### config.mk
export PLATFORM = sky130hd
export DESIGN_NAME = conv_ofmap_collector
export DESIGN_NICKNAME = d
export VERILOG_FILES = /design/src/rtl/conv_ofmap_collector_pkg.sv /design/src/rtl/conv_ofmap_collector_relu_quant.sv /design/src/rtl/conv_ofmap_collector.sv
export SDC_FILE = /design/constraint.sdc
export NUM_CORES = 1
export LEC_CHECK = 0
export ABC_AREA = 1
export CAP_MARGIN = 10
export CORE_MARGIN = 1
export CORE_UTILIZATION = 44
export CTS_BUF_LIST = sky130_fd_sc_hd__clkbuf_8 sky130_fd_sc_hd__clkbuf_16
export DETAILED_ROUTE_END_ITERATION = 16
export GPL_TIMING_DRIVEN = 0
export PLACE_DENSITY = 0.73
export SETUP_SLACK_MARGIN = 0.5
export SLEW_MARGIN = 20
export SYNTH_ARGS = -nofsm -noshare
export SYNTH_HDL_FRONTEND = slang
export SYNTH_SLANG_ARGS = --single-unit
### constraint.sdc
create_clock -name clk -period 4.1 [get_ports clk]
set_input_delay 0.82 -clock clk [delete_from_list [all_inputs] [get_ports clk]]
set_output_delay 0.82 -clock clk [all_outputs]
set_load 0.05 [all_outputs]
### src/rtl/conv_ofmap_collector_pkg.sv
// -----------------------------------------------------------------------------
// cnn_defs
//   Shared definitions for the convolution output path: default data widths,
//   the output feature-map geometry, the collector state encoding and the
//   row/column counter width helper.
// -----------------------------------------------------------------------------
package cnn_defs;

   localparam int CONV_OFMAP_SIZE = 4;   // rows = cols of the assembled map
   localparam int DATA_WIDTH      = 16;  // unsigned activation width
   localparam int ACC_WIDTH       = 32;  // signed accumulator width
   localparam int FRAC_BITS       = 8;   // fixed-point fraction bits dropped

   typedef enum logic [1:0] {
      FILL    = 2'd0,
      HOLD    = 2'd1,
      RELEASE = 2'd2
   } collector_state_t;

   // Width of a row/column index for an n x n map (at least one bit).
   function automatic int cnt_width(input int n);
      return (n <= 2) ? 1 : $clog2(n);
   endfunction

   localparam int CNT_WIDTH = cnt_width(CONV_OFMAP_SIZE);

endpackage

### src/rtl/conv_ofmap_collector_relu_quant.sv
// -----------------------------------------------------------------------------
// relu_quant
//   Combinational rescale of one convolution accumulator: arithmetic right
//   shift by FRAC_BITS, ReLU (negative -> 0) and unsigned saturation to
//   DATA_WIDTH bits.
// Ports
//   i_acc  in   ACC_WIDTH   signed accumulator value
//   o_q    out  DATA_WIDTH  quantised unsigned activation
// -----------------------------------------------------------------------------
module relu_quant #(
   parameter int DATA_WIDTH = cnn_defs::DATA_WIDTH,
   parameter int ACC_WIDTH  = cnn_defs::ACC_WIDTH,
   parameter int FRAC_BITS  = cnn_defs::FRAC_BITS
) (
   input  logic signed [ACC_WIDTH-1:0]  i_acc,
   output logic        [DATA_WIDTH-1:0] o_q
);

   logic signed [ACC_WIDTH-1:0] w_shift;
   logic                        w_neg;
   logic                        w_ovf;

   always_comb begin
      w_shift = i_acc >>> FRAC_BITS;
      w_neg   = w_shift[ACC_WIDTH-1];
      // Any set bit above the output width on a non-negative value means the
      // value exceeds the largest representable activation.
      w_ovf   = |w_shift[ACC_WIDTH-1:DATA_WIDTH];
   end

   always_comb begin
      o_q = w_shift[DATA_WIDTH-1:0];
      if (w_neg) begin
         o_q = '0;
      end else if (w_ovf) begin
         o_q = '1;
      end
   end

endmodule

### src/rtl/conv_ofmap_collector.sv
// -----------------------------------------------------------------------------
// conv_ofmap_collector
//   Collects the convolution engine's raster-ordered accumulator stream,
//   quantises each result (shift / ReLU / saturate) and assembles an
//   OFMAP_SIZE x OFMAP_SIZE map. When the map is complete it raises pool_en
//   and holds the map frozen until the pooling stage answers with done_pool.
// Ports
//   clk        in   1        rising-edge clock
//   reset      in   1        asynchronous reset, active low
//   in_valid   in   1        accumulator result valid
//   in_ready   out  1        collector can accept a result (FILL only)
//   in_data    in   ACC_W    signed accumulator result
//   in_last    in   1        final pixel of a frame
//   ofmap      out  map      assembled map, ofmap[row][col]
//   pool_en    out  1        map complete, pooling may run (HOLD)
//   done_pool  in   1        pooling stage finished (registered upstream)
//   frame_err  out  1        one-cycle pulse on frame-length mismatch
//   busy       out  1        low only in FILL at position [0][0]
// -----------------------------------------------------------------------------
module conv_ofmap_collector #(
   parameter int DATA_WIDTH = cnn_defs::DATA_WIDTH,
   parameter int ACC_WIDTH  = cnn_defs::ACC_WIDTH,
   parameter int OFMAP_SIZE = cnn_defs::CONV_OFMAP_SIZE,
   parameter int FRAC_BITS  = cnn_defs::FRAC_BITS
) (
   input  logic                                                 clk,
   input  logic                                                 reset,
   input  logic                                                 in_valid,
   output logic                                                 in_ready,
   input  logic signed [ACC_WIDTH-1:0]                          in_data,
   input  logic                                                 in_last,
   output logic [OFMAP_SIZE-1:0][OFMAP_SIZE-1:0][DATA_WIDTH-1:0] ofmap,
   output logic                                                 pool_en,
   input  logic                                                 done_pool,
   output logic                                                 frame_err,
   output logic                                                 busy
);

   import cnn_defs::*;

   localparam int               CNT_W    = cnt_width(OFMAP_SIZE);
   localparam logic [CNT_W-1:0] LAST_IDX = CNT_W'(OFMAP_SIZE - 1);

   collector_state_t r_state;
   collector_state_t w_state_nxt;

   logic [CNT_W-1:0] r_row;
   logic [CNT_W-1:0] r_col;
   logic [CNT_W-1:0] w_row_nxt;
   logic [CNT_W-1:0] w_col_nxt;

   logic [OFMAP_SIZE-1:0][OFMAP_SIZE-1:0][DATA_WIDTH-1:0] r_ofmap;

   logic                  r_frame_err;
   logic                  w_frame_err_nxt;
   logic                  w_wr;
   logic                  w_final;
   logic [DATA_WIDTH-1:0] w_q;

   relu_quant #(
      .DATA_WIDTH (DATA_WIDTH),
      .ACC_WIDTH  (ACC_WIDTH),
      .FRAC_BITS  (FRAC_BITS)
   ) u_relu_quant (
      .i_acc (in_data),
      .o_q   (w_q)
   );

   always_comb begin
      w_final = (r_row == LAST_IDX) && (r_col == LAST_IDX);
   end

   // Next-state, counter and handshake logic.
   always_comb begin
      w_state_nxt     = r_state;
      w_row_nxt       = r_row;
      w_col_nxt       = r_col;
      w_frame_err_nxt = 1'b0;
      w_wr            = 1'b0;
      in_ready        = 1'b0;
      pool_en         = 1'b0;

      unique case (r_state)
         FILL: begin
            in_ready = 1'b1;
            if (in_valid) begin
               w_wr = 1'b1;
               if (w_final) begin
                  // Map complete: accepted even without in_last, which is
                  // only flagged. Counters rewind so RELEASE->FILL is clean.
                  w_state_nxt     = HOLD;
                  w_row_nxt       = '0;
                  w_col_nxt       = '0;
                  w_frame_err_nxt = ~in_last;
               end else if (in_last) begin
                  // Premature end of frame: drop the partial map and restart.
                  // Stale elements are overwritten by the next frame.
                  w_row_nxt       = '0;
                  w_col_nxt       = '0;
                  w_frame_err_nxt = 1'b1;
               end else if (r_col == LAST_IDX) begin
                  w_col_nxt = '0;
                  w_row_nxt = r_row + 1'b1;
               end else begin
                  w_col_nxt = r_col + 1'b1;
               end
            end
         end

         HOLD: begin
            pool_en = 1'b1;
            if (done_pool) begin
               w_state_nxt = RELEASE;
            end
         end

         RELEASE: begin
            // done_pool is registered by the pool stage, so wait for it to
            // fall before accepting the next frame.
            if (!done_pool) begin
               w_state_nxt = FILL;
            end
         end

         default: begin
            w_state_nxt = FILL;
            w_row_nxt   = '0;
            w_col_nxt   = '0;
         end
      endcase
   end

   always_ff @(posedge clk or negedge reset) begin
      if (!reset) begin
         r_state     <= FILL;
         r_row       <= '0;
         r_col       <= '0;
         r_frame_err <= 1'b0;
         r_ofmap     <= '0;
      end else begin
         r_state     <= w_state_nxt;
         r_row       <= w_row_nxt;
         r_col       <= w_col_nxt;
         r_frame_err <= w_frame_err_nxt;
         if (w_wr) begin
            r_ofmap[r_row][r_col] <= w_q;
         end
      end
   end

   always_comb begin
      ofmap     = r_ofmap;
      frame_err = r_frame_err;
      busy      = !((r_state == FILL) && (r_row == '0) && (r_col == '0));
   end

endmodule

### Word-level counts from Yosys, hierarchy flattened

Index checks and enable logic that the tools add are counted.
W data, S select, Z words.

| cells by class | value |
|---|---|
| magnitude comparators | 4 |
| reductions and logical operators | 14 |
| mux-type cells | 30 |
| equality and inequality tests | 9 |
| bitwise gates (word level) | 2 |
| add/subtract/negate cells | 2 |

Operators with widths:

| operator | number |
|---|---|
| $bwmux W256 | 1 |
| $demux W64 S2 | 1 |
| $mux W64 | 1 |
| $mux W16 | 3 |
| $demux W16 S2 | 1 |
| $mux W2 | 12 |
| $mux W1 | 8 |
| $ne A2 B2 Y1 const B | 4 |
| $pmux W2 S2 | 2 |
| $reduce_or A8 Y1 | 1 |
| $eq A2 B2 Y1 const B | 3 |
| $logic_not A2 Y1 | 3 |
| $lt A2 B3 Y1 const B | 2 |
| $pmux W2 S3 | 1 |
| $logic_and A1 B1 Y1 | 5 |
| $add A2 B1 Y2 const B | 2 |
| $ge A2 B1 Y1 const B | 2 |
| $ne A4 B4 Y1 const B | 1 |
| $reduce_and A4 Y1 | 1 |
| $reduce_and A3 Y1 | 1 |
| $eq A2 B1 Y1 const B | 1 |
| $not A1 Y1 | 2 |
| $reduce_and A2 Y1 | 1 |
| $reduce_or A2 Y1 | 1 |
| $logic_not A1 Y1 | 1 |

| storage, ports and cells | value |
|---|---|
| output and inout bits | 260 |
| bits in registers | 263 |

### Logic depth before layout (Yosys ltp)

| depth | value |
|---|---|
| depth after elaboration | 7 |
| mapped depth | 9 |

### Modules after synthesis

From an unflattened synthesis, not the netlist that was laid out.

| second synthesis, totals | value |
|---|---|
| cells, all modules | 1,261 |
| area total of the unflattened synthesis | 11,035.6 µm² |

By module, submodules not included:

| module | times used | cells an instance | area each (µm²) | seq. area each (µm²) |
|---|---|---|---|---|
| conv_ofmap_collector | 1 | 1,219 | 10,762.8 | 6,581.3 |
| relu_quant | 1 | 42 | 272.8 | 0.0 |

### Worst setup path after synthesis

OpenSTA, ideal clock, no wires.

| timing path | value |
|---|---|
| kind | reg-to-output |
| start point | reg r_state[0] |
| end point | out busy |
| required time | 3.280 ns |
| cell stages (with the launch flop) | 4 |
| arrival time | 1.627 ns |
| slack | 1.653 ns |
| cell sequence | dfrtp_1 > inv_1 > ha_1 > nand3_1 |

| between the ends | value |
|---|---|
| longest elaborated chain between the ends | 4 |

RTL lines:

| item | RTL line | text |
|---|---|---|
| start, declared | conv_ofmap_collector.sv:44 | `collector_state_t r_state;` |
| start signal, assigned | conv_ofmap_collector.sv:141 | `r_state <= w_state_nxt;` |
| $logic_not A2 Y1 | conv_ofmap_collector.sv:154 | `busy = !((r_state == FILL) && (r_row == '0) && (r_col == '0));` |
| $logic_and A1 B1 Y1 (2 in series) | conv_ofmap_collector.sv:154 |  |
| $logic_not A1 Y1 | conv_ofmap_collector.sv:154 |  |
| end, declared | conv_ofmap_collector.sv:36 | `output logic busy` |

Every way passes these cells.

### Worst setup path after layout

Same ends and word-level chain as after synthesis.

==> flow_summary.rst <==
.. list-table::
   :header-rows: 1

   * - Metric
     - Value
   * - Launch point of the worst reg-to-reg path
     - r_state[1]
   * - Starting density of the core
     - about 45%
   * - Number of cells on the worst reg-to-reg path
     - 8
   * - Post-CTS Setup Inserts
     - 0
   * - Diodes inserted
     - 0
   * - Post-DP HPWL
     - approximately 25000 um
   * - Maximum clock frequency
     - about 0.32 GHz
   * - Count of cell instances traversed by the critical path
     - 4
   * - TritonCTS clock tree
     - built
   * - Area of the mapped netlist
     - ~11000 um^2
   * - Proportion of layout cells with a drive suffix above 1
     - roughly 10%
   * - Post-layout min period
     - roughly 3000 ps
   * - Vias after detailed routing
     - 10029
   * - Number of slew-limit violations in the final report
     - 0
   * - Sequential fraction of the synthesis area
     - approximately three fifths
   * - Via count of the first global-routing pass
     - 9624
   * - Max VDD drop
     - around 520 uV
   * - Worst rel slew slack
     - between 50% and 60%
   * - Gr usage total
     - 27.30%
   * - Final critical-path share of the clock period
     - roughly three quarters
   * - Area growth from synthesis to layout
     - 37.44%
   * - Final Net Count
     - 1624
   * - Hold Slack
     - 216.4 ps
   * - Horizontal extent of the die
     - 162.6 um
   * - Number of buffer cells added on primary ports
     - roughly 290
   * - Total clock sinks
     - approximately 260
   * - Clock-pin slew of the registers on the worst-case setup and hold paths
     - ~60 ps
   * - Top-level port count
     - 297
   * - Overflow left after global routing
     - 0
   * - Routability congestion estimate from global placement
     - 0.8271
   * - Vias per cell
     - roughly 5.2
   * - Site Rows
     - between 50 and 60
   * - # H-tree levels
     - 1
   * - Power, Total
     - between 10 and 15 mW
   * - Length of the first detailed-routing pass in iterations
     - 7
   * - First-pass GRT wire length
     - approximately 55000 um
   * - Placed cell count
     - roughly 1900
   * - Resized Gates After CTS
     - 0
   * - Setup Total Neg Slack
     - 0 ps
   * - Final wirelength
     - between 30000 and 40000 um
   * - Result of the run
     - completed
   * - Kind of launch point of the worst setup path
     - flip-flop
   * - Peak fanout along the critical path
     - 5
   * - Number of DRC violations after detailed-routing iteration 0
     - between 1000 and 1500
   * - Number of max-cap violations
     - 0
   * - CP max stage delay
     - a little over 800 ps
   * - Leading cell types in the layout, fill and taps excluded
     - 550 x sky130_fd_sc_hd__nand2_1, 287 x sky130_fd_sc_hd__clkdlybuf4s50_1, 263 x sky130_fd_sc_hd__dfrtp_1
   * - Final cell count without fillers
     - just under 2000
   * - Required arrival time at the worst endpoint
     - roughly 3300 ps
   * - Post-synthesis cell count
     - between 1000 and 1500
   * - Netlist cell types
     - 23
   * - Longest Clk Path Bufs
     - 3
   * - Cell Pwr Density
     - 799.0 nW/um^2
   * - Maximum clock skew at final layout
     - 16.00 ps
   * - Number of buffers created by CTS
     - 27
   * - Worst path cell trace
     - inv_1 -> ha_1 -> nand3_1 -> clkdlybuf4s50_1
   * - Clock insertion delay at the later pin of the skew report
     - around 540 ps
   * - Worst setup endpoint
     - busy
   * - Residual DRC count
     - 0
   * - CP delay by family, top
     - buffers and inverters
   * - Arrival time of data at the critical path endpoint
     - between 2000 and 2500 ps
   * - Residual antenna-violating net count after detailed routing
     - 0
   * - Maximum number of pins on one net before global-route repair
     - between 70 and 80
   * - Pin slew with the least headroom to its limit
     - around 730 ps
   * - Core Box Area
     - between 20000 and 30000 um^2
   * - Syn Nets
     - 1304
   * - Hold Crit Class
     - in2async
   * - Clock root buffer master
     - sky130_fd_sc_hd__clkbuf_16
   * - Most frequent standard cell in the layout excluding fill and tap cells
     - sky130_fd_sc_hd__nand2_1
   * - Die span in y
     - about 160 um
   * - Die Outline Area
     - roughly 26000 um^2
   * - Slowest-stage cell, CP
     - sky130_fd_sc_hd__clkdlybuf4s50_1
   * - Leakage power summed over all cells
     - about 8.1 nW
   * - Worst setup slack for register-to-register paths
     - roughly 2000 ps
   * - Number of antenna violations at the first check in global routing
     - 0
   * - Beginning of the critical path
     - r_state[0]
   * - Total setup violations reported at the end of the flow
     - 0
   * - CTS Hold Buffers Added
     - 0
   * - Class of the most critical setup path
     - reg2out
   * - Routed wire length per instance
     - approximately 19 um
   * - Worst path buffer plus inverter count
     - 2
   * - Register bit total from synthesis
     - around 260
   * - Setup repair after global routing missed its margin
     - false
   * - Number of failing hold endpoints at the final stage
     - 0
   * - Count of warnings emitted by yosys
     - 0
   * - Synth Area per Inst
     - 9.054 um^2
   * - Kind of capture point of the worst setup path
     - primary output
   * - Endpoint of the worst-slack reg-to-reg timing path
     - ofmap[200]
worst min-delay path by stage:
stage | slack [ps] | cells after the start | startpoint | end
after global routing | 250 | 1 | reset | ofmap[236]
final | 220 | 1 | reset | ofmap[231]
after CTS | 230 | 1 | reset | ofmap[236]
after global placement | 460 | 2 | ofmap[66] | ofmap[66]
after floorplan | 470 | 2 | r_state[1] | r_state[1]
after detailed placement | 460 | 2 | ofmap[181] | ofmap[181]
state kept, by name (all words and copies together), names as in the netlist:
name	flops
frame_err	1
ofmap	256
r_col	2
r_row	2
r_state	2
synthesized netlist by cell type (all sizes together):
| cell | count | area (um^2) |
|---|---|---|
| a21oi | 1 | 5.000 |
| buf | 55 | 471.7 |
| clkbuf | 23 | 86.33 |
| dfrtp | 263 | 6581 |
| ha | 14 | 175.2 |
| inv | 45 | 188.9 |
| nand2 | 561 | 2188 |
| nand3 | 259 | 1346 |
| nand4 | 2 | 12.51 |
| nor2 | 26 | 269.0 |
| o21ai | 4 | 20.02 |
area by class of cell:
cell class / count / area, um^2
inverters: 45 / 188.9
repair buffers: 291 / 2970
flip-flops and latches: 263 / 6581
clock buffers: 33 / 758.2
well taps: 330 / 412.9
clock inverters: 16 / 106.4
plain buffers: 78 / 558.0
multi-input cells: 867 / 4016
fillers: 2121 / 9662
through the flow:
step | util (%) | area [um^2] | setup slack [ps]
after CTS | 61.74 | 15590 | 1005
after global placement | 57.97 | 14640 | -9152
after detailed placement | 58.32 | 14730 | 1298
after global routing | 61.74 | 15590 | 956.5
after floorplan | - | 11340 | 1653
final | 61.74 | 15590 | 1021
cell families (layout without fill, tap and decap cells):
| group | count (synthesis) | after routing | synth area share [%] |
|---|---|---|---|
| AOI/OAI and AO/OA | 5 | 5 | 0.2205 |
| adders and majority gates | 14 | 14 | 1.544 |
| buffers and inverters | 123 | 463 | 6.584 |
| DFF | 263 | 263 | 58.01 |
| and+or+nand+nor | 848 | 848 | 33.64 |
layer usage:
metal  track usage (%)  vias to the layer above  routed length, um
li1                  -                     4615                  -
met1             36.26                     4858              14770
met2             43.69                      459              16800
met3             5.373                       97               3027
met4             11.60                        0               1538
met5                 0                        -                  0
worst register-to-register path, cell delays in order, from the launching register on:
cell and delay [ps]:
sky130_fd_sc_hd__dfrtp_1 410, sky130_fd_sc_hd__inv_1 140, sky130_fd_sc_hd__ha_1 320, sky130_fd_sc_hd__nand2_4 170, sky130_fd_sc_hd__nor2_2 420, sky130_fd_sc_hd__inv_2 150, sky130_fd_sc_hd__buf_2 220, sky130_fd_sc_hd__nand2_1 90
sky130_fd_sc_hd__nand2_1 60
power breakdown:
group | switching, mW | internal [mW] | total [mW]
Clock | 1.04 | 1.37 | 2.40
Sequential | 0.522 | 3.41 | 3.93
Combinational | 4.25 | 1.87 | 6.12
(Power assumes the default switching activity.)
